--- src/rtl/seg_scan_pkg.sv ---
// Shared constants and the hex-to-segment decode function for seg_scan_driver.
// Segment order is {p,g,f,e,d,c,b,a}; every code is active-low.
package seg_scan_pkg;

    localparam logic [7:0] SEG_0   = 8'hC0;
    localparam logic [7:0] SEG_1   = 8'hF9;
    localparam logic [7:0] SEG_2   = 8'hA4;
    localparam logic [7:0] SEG_3   = 8'hB0;
    localparam logic [7:0] SEG_4   = 8'h99;
    localparam logic [7:0] SEG_5   = 8'h92;
    localparam logic [7:0] SEG_6   = 8'h82;
    localparam logic [7:0] SEG_7   = 8'hF8;
    localparam logic [7:0] SEG_8   = 8'h80;
    localparam logic [7:0] SEG_9   = 8'h90;
    localparam logic [7:0] SEG_A   = 8'h88;
    localparam logic [7:0] SEG_B   = 8'h83;
    localparam logic [7:0] SEG_C   = 8'hC6;
    localparam logic [7:0] SEG_D   = 8'hA1;
    localparam logic [7:0] SEG_E   = 8'h86;
    localparam logic [7:0] SEG_F   = 8'h8E;
    localparam logic [7:0] SEG_OFF = 8'hFF;

    function automatic logic [7:0] hex2seg(input logic [3:0] nibble, input logic dp);
        logic [7:0] code;
        case (nibble)
            4'h0:    code = SEG_0;
            4'h1:    code = SEG_1;
            4'h2:    code = SEG_2;
            4'h3:    code = SEG_3;
            4'h4:    code = SEG_4;
            4'h5:    code = SEG_5;
            4'h6:    code = SEG_6;
            4'h7:    code = SEG_7;
            4'h8:    code = SEG_8;
            4'h9:    code = SEG_9;
            4'hA:    code = SEG_A;
            4'hB:    code = SEG_B;
            4'hC:    code = SEG_C;
            4'hD:    code = SEG_D;
            4'hE:    code = SEG_E;
            default: code = SEG_F;
        endcase
        code[7] = ~dp;
        return code;
    endfunction

endpackage

--- src/rtl/seg_scan_driver_if.sv ---
// Display-side bundle of seg_scan_driver: display request inputs and the
// multiplexed segment/anode outputs. The driver uses the slave modport.
interface seg_scan_driver_if #(
    parameter int DIGITS = 8
);
    logic [4*DIGITS-1:0] data;
    logic [DIGITS-1:0]   point;
    logic [DIGITS-1:0]   blank;
    logic                le;
    logic                hold;
    logic                lz_en;
    logic [7:0]          seg;
    logic [DIGITS-1:0]   an;
    logic                frame_done;

    modport master (
        output data, point, blank, le, hold, lz_en,
        input  seg, an, frame_done
    );

    modport slave (
        input  data, point, blank, le, hold, lz_en,
        output seg, an, frame_done
    );
endinterface

--- src/rtl/seg_hex_decoder.sv ---
// Single shared hex-to-7-segment decoder; en=0 forces every segment off.
module seg_hex_decoder
    import seg_scan_pkg::*;
(
    input  logic [3:0] nibble,
    input  logic       dp,
    input  logic       en,
    output logic [7:0] seg
);
    assign seg = en ? hex2seg(nibble, dp) : SEG_OFF;
endmodule

--- src/rtl/seg_scan_driver.sv ---
// Time-multiplexed common-anode display driver with frame-synchronous snapshot.
// Define SEG_SCAN_DEADTIME_EN to blank the anodes for DEAD cycles at each slot start.
module seg_scan_driver
    import seg_scan_pkg::*;
#(
    parameter int DIGITS = 8,
    parameter int DIV    = 100000,
    parameter int DEAD   = 16
) (
    input  logic             clk,
    input  logic             rst_n,
    seg_scan_driver_if.slave bus
);
    localparam int CW = (DIV > 1) ? $clog2(DIV) : 1;
    localparam int IW = (DIGITS > 1) ? $clog2(DIGITS) : 1;
    localparam logic [CW-1:0] CNT_LAST = CW'(DIV - 1);
    localparam logic [IW-1:0] IDX_LAST = IW'(DIGITS - 1);

    if (DIGITS < 1 || DIGITS > 16) begin : g_chk_digits
        $error("seg_scan_driver: DIGITS must be within 1..16");
    end
    if (DIV < 2) begin : g_chk_div
        $error("seg_scan_driver: DIV must be at least 2");
    end
    if (DEAD >= DIV) begin : g_chk_dead
        $error("seg_scan_driver: DEAD must be less than DIV");
    end

    logic [CW-1:0]            cnt;
    logic [IW-1:0]            idx;
    logic [DIGITS-1:0][3:0]   snap_data;
    logic [DIGITS-1:0]        snap_point;
    logic [DIGITS-1:0]        snap_blank;
    logic                     load_pending;
    logic [7:0]               seg_q;
    logic [DIGITS-1:0]        an_q;
    logic                     frame_done_q;

    logic                     tick;
    logic                     frame_end;
    logic                     load;
    logic [DIGITS-1:0][3:0]   cur_data;
    logic [DIGITS-1:0]        cur_point;
    logic [DIGITS-1:0]        cur_blank;
    logic                     zero_above;
    logic                     suppress;
    logic                     dec_en;
    logic [7:0]               dec_seg;
    logic [7:0]               seg_next;
    logic [DIGITS-1:0]        an_next;

    assign tick      = (cnt == CNT_LAST);
    assign frame_end = tick && (idx == IDX_LAST);
    assign load      = load_pending || (frame_end && !bus.hold);

    // The very first slot after reset shows live inputs, which are being loaded on that same edge.
    assign cur_data  = load_pending ? bus.data  : snap_data;
    assign cur_point = load_pending ? bus.point : snap_point;
    assign cur_blank = load_pending ? bus.blank : snap_blank;

    always_comb begin
        zero_above = 1'b1;
        for (int j = 0; j < DIGITS; j++) begin
            if (IW'(j) >= idx && cur_data[j] != 4'h0) zero_above = 1'b0;
        end
    end

    assign suppress = bus.lz_en && (idx != '0) && zero_above;
    assign dec_en   = !bus.le && !cur_blank[idx];

    seg_hex_decoder u_dec (
        .nibble (cur_data[idx]),
        .dp     (cur_point[idx]),
        .en     (dec_en),
        .seg    (dec_seg)
    );

    // A suppressed leading zero keeps only its decimal point.
    assign seg_next = (suppress && dec_en) ? {~cur_point[idx], 7'h7F} : dec_seg;

    always_comb begin
        // NOTE: every combinational output gets a default first, so no latch is inferred.
        an_next      = '1;
        an_next[idx] = 1'b0;
`ifdef SEG_SCAN_DEADTIME_EN
        if (cnt < CW'(DEAD)) an_next = '1;
`endif
    end

    always_ff @(posedge clk or negedge rst_n) begin
        if (!rst_n) begin
            cnt          <= '0;
            idx          <= '0;
            snap_data    <= '0;
            snap_point   <= '0;
            snap_blank   <= '0;
            load_pending <= 1'b1;
            seg_q        <= SEG_OFF;
            an_q         <= '1;
            frame_done_q <= 1'b0;
        end else begin
            // NOTE: non-blocking assignments so every register samples pre-edge values.
            cnt <= tick ? '0 : cnt + 1'b1;
            if (tick) idx <= (idx == IDX_LAST) ? '0 : idx + 1'b1;
            if (load) begin
                snap_data    <= bus.data;
                snap_point   <= bus.point;
                snap_blank   <= bus.blank;
                load_pending <= 1'b0;
            end
            seg_q        <= seg_next;
            an_q         <= an_next;
            frame_done_q <= frame_end;
        end
    end

    assign bus.seg        = seg_q;
    assign bus.an         = an_q;
    assign bus.frame_done = frame_done_q;

endmodule
--- src/flat_wrapper.sv ---
// flat-port wrapper written by rule: the top's interface ports become plain ports
module seg_scan_driver_flat import seg_scan_pkg::*;
#(
    parameter int DIGITS = 8,
    parameter int DIV    = 100000,
    parameter int DEAD   = 16
)
  (clk, rst_n, bus_data, bus_point, bus_blank, bus_le, bus_hold, bus_lz_en, bus_seg, bus_an, bus_frame_done);
  seg_scan_driver_if #(.DIGITS(DIGITS)) bus_i ();
  input  logic clk;
  input  logic rst_n;
  input wire logic [$bits(bus_i.data)-1:0] bus_data;
  input wire logic [$bits(bus_i.point)-1:0] bus_point;
  input wire logic [$bits(bus_i.blank)-1:0] bus_blank;
  input wire logic [$bits(bus_i.le)-1:0] bus_le;
  input wire logic [$bits(bus_i.hold)-1:0] bus_hold;
  input wire logic [$bits(bus_i.lz_en)-1:0] bus_lz_en;
  output wire logic [$bits(bus_i.seg)-1:0] bus_seg;
  output wire logic [$bits(bus_i.an)-1:0] bus_an;
  output wire logic [$bits(bus_i.frame_done)-1:0] bus_frame_done;
  assign bus_i.data = bus_data;
  assign bus_i.point = bus_point;
  assign bus_i.blank = bus_blank;
  assign bus_i.le = bus_le;
  assign bus_i.hold = bus_hold;
  assign bus_i.lz_en = bus_lz_en;
  assign bus_seg = bus_i.seg;
  assign bus_an = bus_i.an;
  assign bus_frame_done = bus_i.frame_done;
  seg_scan_driver #(.DIGITS(DIGITS), .DIV(DIV), .DEAD(DEAD)) u_core (.clk(clk), .rst_n(rst_n), .bus(bus_i));
endmodule
--- config.mk ---
export PLATFORM = sky130hd
export DESIGN_NAME = seg_scan_driver_flat
export DESIGN_NICKNAME = d
export VERILOG_FILES = /design/src/rtl/seg_scan_pkg.sv /design/src/rtl/seg_scan_driver_if.sv /design/src/rtl/seg_hex_decoder.sv /design/src/rtl/seg_scan_driver.sv /design/src/flat_wrapper.sv
export SDC_FILE = /design/constraint.sdc
export NUM_CORES = 1
export LEC_CHECK = 0
export CAP_MARGIN = 10
export CORE_ASPECT_RATIO = 1.25
export CORE_MARGIN = 2
export CORE_UTILIZATION = 50
export DETAILED_ROUTE_END_ITERATION = 10
export GPL_ROUTABILITY_DRIVEN = 0
export GPL_TIMING_DRIVEN = 0
export PLACE_DENSITY = 0.78
export SYNTH_ARGS = -nofsm -noshare
export SYNTH_HDL_FRONTEND = slang
export SYNTH_SLANG_ARGS = --single-unit
--- constraint.sdc ---
create_clock -name clk -period 10.15 [get_ports clk]
set_input_delay 2.03 -clock clk [delete_from_list [all_inputs] [get_ports clk]]
set_output_delay 2.03 -clock clk [all_outputs]
set_load 0.05 [all_outputs]
==> results.sh <==
export IMPL_fin_crit_sh=0.436
export IMPL_fill_cells=716
export IMPL_slew_headroom=0.285
export IMPL_drt_wl_total_mm=11.2
export IMPL_drtIter0Drc=277
export IMPL_fin_area_um2=5790
export IMPL_layout_nets=530
export IMPL_synth_nets=449
export IMPL_path_max_fanout=7
export IMPL_slew_violations=0
export IMPL_die_height_um=111
export IMPL_fp_row_count=39
export IMPL_ant_nets=0
export IMPL_die_area_um2=10000
export IMPL_track_usage=0.234
export IMPL_grt_pass1_wl_mm=18.6
export IMPL_r2r_end="u_core.bus.seg[5]$_DFF_PN1_"
export IMPL_fmax_ghz=0.226
export IMPL_synth_edf_count=0
export IMPL_coreArea_um2=9080
export IMPL_antenna_found_initial=0
export IMPL_io_pin_count=70
export IMPL_reg2reg_depth=11
export IMPL_syn_to_final_growth_pct=25.5
export IMPL_timing_hold_worst_path_depth=1
export IMPL_async_flop_share=1.00
export IMPL_rr_startpoint="u_core.load_pending$_DFFE_PN1P_"
export IMPL_first_pass_iters=5
export IMPL_vias=3483
export IMPL_drc=0
export IMPL_setup_viol=0
export IMPL_rsz0062_at_grt="no"
export IMPL_gr_total_overflow=0
export IMPL_synth_ff_type="dfrtp_1"
export IMPL_grt_max_degree=75
export IMPL_post_drt_via_cell_ratio=5.85
export IMPL_ctsResizeCount=0
export IMPL_synth_area_per_cell_um2=11.9
export IMPL_power_total_mw=0.861
export IMPL_syn_inst=386
export IMPL_cts_buffers=9
export IMPL_timing_final_hold_violations=0
export IMPL_cts_sinks=86
export IMPL_required_ps=10420
export IMPL_max_vdd_ir_drop_mv=0.0987
export IMPL_worst_slack_ps=5720
export IMPL_holdWs_ps=490
export IMPL_postCtsSetupBuffers=0
export IMPL_synth_distinct_cells=47
export IMPL_start_kind="input port"
export IMPL_yosys_register_bits=86
export IMPL_die_w_um=89.9
export IMPL_r2r_slack_ps=6050
export IMPL_power_density_nw_per_um2=149
export IMPL_holdPathEnd="u_core.cnt[14]$_DFF_PN0_"
export IMPL_path_class="in -> reg"
export IMPL_n_antenna_cell=0
export IMPL_yosysSeqAreaShare=0.471
export IMPL_dpl_hpwl_mm=8.05
export IMPL_finClkSkew_ps=10.1
export IMPL_htreeDepth=3
export IMPL_holdBufCountCts=0
export IMPL_leakage_nw=2.47
export IMPL_port_buffers=69
export IMPL_synth_warnings=0
export IMPL_regArea_um2=2170
export IMPL_clockBufferDepth=2
export IMPL_clock_latency_ps=350
export IMPL_start_util=0.508
export IMPL_fin_crit_ps=4430
export IMPL_hold_path_class="reg -> reg"
export IMPL_final_cell_mix="dfrtp_1, clkdlybuf4s50_1, mux2_2"
export IMPL_arrival_ps=4700
export IMPL_netlist_area_um2=4610
export IMPL_clk_pin_slew_ps=70
export IMPL_maxCapViolations=0
export IMPL_cts_root_buf="clkbuf_16"
export IMPL_wl_per_cell_um=18.8
export IMPL_worst_pin_slew_ps=1060
export IMPL_drive_gt1_frac=0.254
export IMPL_hp_start="u_core.cnt[14]$_DFF_PN0_"
export IMPL_grt_pass1_vias=3732
export IMPL_detailed_place_area_um2=5480
export IMPL_multi_input_area_um2=2280
export IMPL_critPathCaptureType="register"
export IMPL_cts_tree="built"
export IMPL_fin_tns_setup_ps=0
export IMPL_dp_slack_ps=5370
export IMPL_run_status="finished, final reports clean"
export IMPL_final_common_cell="dfrtp_1"
[stage by stage]
stage / instances / utilization
CTS: 595 / 0.638
finish: 595 / 0.638
detailed placement: 579 / 0.604
global route: 595 / 0.638
floorplan: 386 / -
global placement: 578 / 0.601
[worst max-delay path by stage]
| stage | to | from | slack [ps] |
|---|---|---|---|
| floorplan | u_core.bus.seg[5]$_DFF_PN1_ | bus_data[12] | 6280 |
| global placement | u_core.snap_data[16]$_DFFE_PN0P_ | rst_n | 4050 |
| detailed placement | u_core.bus.seg[5]$_DFF_PN1_ | bus_data[24] | 5370 |
| CTS | u_core.bus.seg[5]$_DFF_PN1_ | bus_data[24] | 5750 |
| global route | u_core.bus.seg[5]$_DFF_PN1_ | bus_data[28] | 5470 |
| finish | u_core.bus.seg[5]$_DFF_PN1_ | bus_data[24] | 5720 |
[area by class of cell]
class,count,share of cell area
clock buffers,10,0.0413
repair buffers,70,0.124
inverters,9,0.00584
multi-input cells,268,0.394
flip-flops and latches,86,0.376
plain buffers,23,0.0214
clock inverters,6,0.0115
well taps,123,0.0266
[power by group]
group	switching [mW]	internal [mW]
Sequential	0.0146	0.368
Clock	0.141	0.199
Combinational	0.0650	0.0733
[kinds of logic after synthesis]
family	after synthesis	share of synthesized area
AO/OA/AOI/OAI	44	0.0659
adder cells (fa/ha/maj)	10	0.0271
flip-flops	86	0.471
multiplexers	97	0.254
AND/OR/NAND/NOR	101	0.118
buffers and inverters	32	0.0342
XOR/XNOR	15	0.0285
other	1	0.000813
[flip-flops by register name, summed over array words and instances (netlist names)]
register               cells
u_core.bus.frame_done      1
u_core.snap_data          32
u_core.snap_point          8
u_core.load_pending        1
u_core.bus.seg             8
u_core.snap_blank          8
u_core.cnt                17
u_core.bus.an              8
u_core.idx                 3
[critical path: stages]
cell and delay (ps):
clkdlybuf4s50_1 450, mux2i_1 170, o22ai_1 130, nor4_1 910
inv_1 180, ha_1 300, mux2i_1 140, o22ai_1 100
or2_2 280
[cells in the mapped netlist, types with 4 or more instances]
master | count | area share
xor2_1 | 9 | 0.017
clkbuf_1 | 9 | 0.0073
and3_1 | 5 | 0.0068
nand3b_1 | 4 | 0.0065
mux2_4 | 20 | 0.065
buf_2 | 9 | 0.0098
dfrtp_1 | 69 | 0.37
o21ai_0 | 4 | 0.0043
ha_1 | 10 | 0.027
a21oi_1 | 6 | 0.0065
nor2_1 | 26 | 0.021
inv_1 | 8 | 0.0065
o22ai_1 | 22 | 0.030
nand2_1 | 15 | 0.012
mux2_2 | 41 | 0.10
dfstp_2 | 17 | 0.097
or4_1 | 5 | 0.0081
xnor2_1 | 6 | 0.011
mux4_2 | 4 | 0.020
nor4_1 | 15 | 0.020
nand3_1 | 10 | 0.011
mux2i_1 | 32 | 0.069
[routing by layer]
metal  global-route usage  vias to the layer above  wire [µm]
met2                0.407                      112       5830
met1                0.282                     1749       4450
met5                    0                        -          0
li1                     -                     1590          -
met3               0.0365                       32        507
met4                0.123                        0        392
Note: power is estimated with default switching activity, not from simulation.
==> RTL change: new RTL, same flow settings <==
`DIGITS` is set to 8 in 3 places; all go to 4.
--- a/src/rtl/seg_scan_driver_if.sv
+++ b/src/rtl/seg_scan_driver_if.sv
@@ -1,7 +1,7 @@
 // Display-side bundle of seg_scan_driver: display request inputs and the
 // multiplexed segment/anode outputs. The driver uses the slave modport.
 interface seg_scan_driver_if #(
-    parameter int DIGITS = 8
+    parameter int DIGITS = 4
 );
     logic [4*DIGITS-1:0] data;
     logic [DIGITS-1:0]   point;
--- a/src/rtl/seg_scan_driver.sv
+++ b/src/rtl/seg_scan_driver.sv
@@ -3,7 +3,7 @@
 module seg_scan_driver
     import seg_scan_pkg::*;
 #(
-    parameter int DIGITS = 8,
+    parameter int DIGITS = 4,
     parameter int DIV    = 100000,
     parameter int DEAD   = 16
 ) (
--- a/src/flat_wrapper.sv
+++ b/src/flat_wrapper.sv
@@ -1,7 +1,7 @@
 // flat-port wrapper written by rule: the top's interface ports become plain ports
 module seg_scan_driver_flat import seg_scan_pkg::*;
 #(
-    parameter int DIGITS = 8,
+    parameter int DIGITS = 4,
     parameter int DIV    = 100000,
     parameter int DEAD   = 16
 )
Interface: changed (resized bus_an, bus_blank, bus_data and bus_point); port bits go from 70 to 42. The function was not compared with the original's and may differ.
==> RTL change against the unedited design <==
- clock power is 35% lower
- worst setup slack better by 0.28 ns
- synthesized cell count is 39% lower
- wire length is 48% lower
- fmax is 6.7% higher
- non-clock buffer count is 44 lower
- combinational power is 38% lower
- clock skew is 0.0015 ns higher
- sequential cell count is 29 lower
- final area is 35% lower
- area after synthesis is 34% lower
- power is 35% lower
- largest cell class unchanged
==> RTL change: results (changes against the unedited design) <==
worst-path fanout max 6 (-1); clk_lat worst skew 0.34 ns; Synth Instances 234 (-39%); Top Metal Used met4; Peak VDD IR 0.0001324 V (+34%); clock root cell clkbuf_8; Crit path max-delay family multiplexers; Port Buf Inserts 41 (-41%); hpwl dp 4.212 mm (-48%); wl on met1 2.550 mm (-43%); Final Skew 0.01160 ns (+0.001486 ns); CP peak stage delay 0.52 ns (-0.39 ns); Total GRT Usage 19.80% (-3.6 points); cts repair resizes 0 (unchanged); number of global-route vias before repair 2,194 (-41%); first-pass GRT wire length 10.14 mm (-45%); WP data arrival 4.42 ns (-0.28 ns); FILL cells 447 (-38%); CP max stage cell mux4_1; placed insts 342 (-41%); routed length on met3 240 um (-53%); GRT met2 Usage 30.43% (-10 points); CTS Buf Count 9 (unchanged); nets 328 (-38%); Pre-antenna DRT Iters 4 (-1); initial antenna violation count 0 (unchanged); top cell type's share of synthesized area 36.36% (-1.1 points); Leak 1.569 nW (-37%); Post-Route WL 5.807 mm (-48%); largest net degree at the start of global routing 31 (-59%); cells taking the most area after synthesis dfrtp_1, dfstp_2, mux2_2; GR Util met3 4.661% (+1.0 points); Largest register FFs 17 (-47%); antenna fix cells 0 (unchanged); worst slack, placed 5.668 ns (+0.2979 ns); post-CTS setup buffers 0 (unchanged); Netlist cell types 46 (-2.1%); WL met2 2.851 mm (-51%); HP Class reg -> reg; Slew @ Worst Pin 0.6512 ns (-0.4110 ns); Largest Register u_core.cnt; status completed; async set-reset flop share out of synthesis 100.0% (unchanged); clock-pin transition on the worst setup and hold timing paths 0.07 ns (about the same); layout cells sized above 1 26.03% (+0.60 points); initial DRC count 111 (-60%); via count 2,076 (-40%); placed cell area 3536 um2 (-35%); largest buffer count on any clock path 2 (unchanged); H-tree levels 3 (unchanged); syn nets 275 (-39%); Post-synth top cells dfrtp_1, mux2_2, nand2_1; Sum Neg Setup Slack 0 ns (unchanged); sequential area share after synthesis 47.64% (+0.52 points); met1 GRT Util 25.52% (-2.7 points); top_reg_cell synth dfrtp_1; Non-Filler Instances 358 (-40%); synth warn 0 (unchanged)
RTL change: cell count changes in the layout (fill, tap and decap cells not counted), sizes merged, moves of 12 or more:
cell,before,now
clkdlybuf4s50,68,40
mux2i,32,8
o22ai,22,1
dfrtp,69,44
nor2,26,13
nor4,15,3
mux2,61,27
RTL change: area by class of cell:
class	count	area, um2	area share [%]
inverters	11	41.29	1.103
plain buffers	7	58.81	1.571
clock inverters	2	35.03	0.9358
multi-input cells	159	1485	39.67
well taps	66	82.58	2.206
repair buffers	42	425.4	11.36
clock buffers	14	172.7	4.612
flip-flops and latches	57	1443	38.54
RTL change: path summary, 6_finish.rpt:
kind	end	depth (start not counted)	from	slack, ns
max reg2reg	u_core.bus.seg[0]$_DFF_PN1_	8	u_core.load_pending$_DFFE_PN1P_	7.32
min	u_core.snap_data[1]$_DFFE_PN0P_	1	u_core.snap_data[1]$_DFFE_PN0P_	0.50
max in group asynchronous	u_core.bus.an[3]$_DFF_PN1_	2	rst_n	7.78
min in group asynchronous	u_core.snap_data[12]$_DFFE_PN0P_	1	rst_n	1.71
min reg2reg	u_core.snap_data[1]$_DFFE_PN0P_	1	u_core.snap_data[1]$_DFFE_PN0P_	0.50
max	u_core.bus.seg[0]$_DFF_PN1_	8	bus_data[9]	6.00
RTL change: cell families after synthesis:
logic type	Yosys count	synth area share [%]
simple gates	63	10.79
flops	57	47.64
mux	47	23.26
compound gates	22	5.868
fa+ha+maj	12	4.959
buf+inv	18	3.306
other cells	1	0.1238
xor+xnor	14	4.050
RTL change: power breakdown:
part | switching [mW] | internal (mW) | total (mW)
registers | 0.00633 | 0.242 | 0.249
logic | 0.0419 | 0.0436 | 0.0854
clock network | 0.0896 | 0.133 | 0.223
total | 0.138 | 0.419 | 0.557
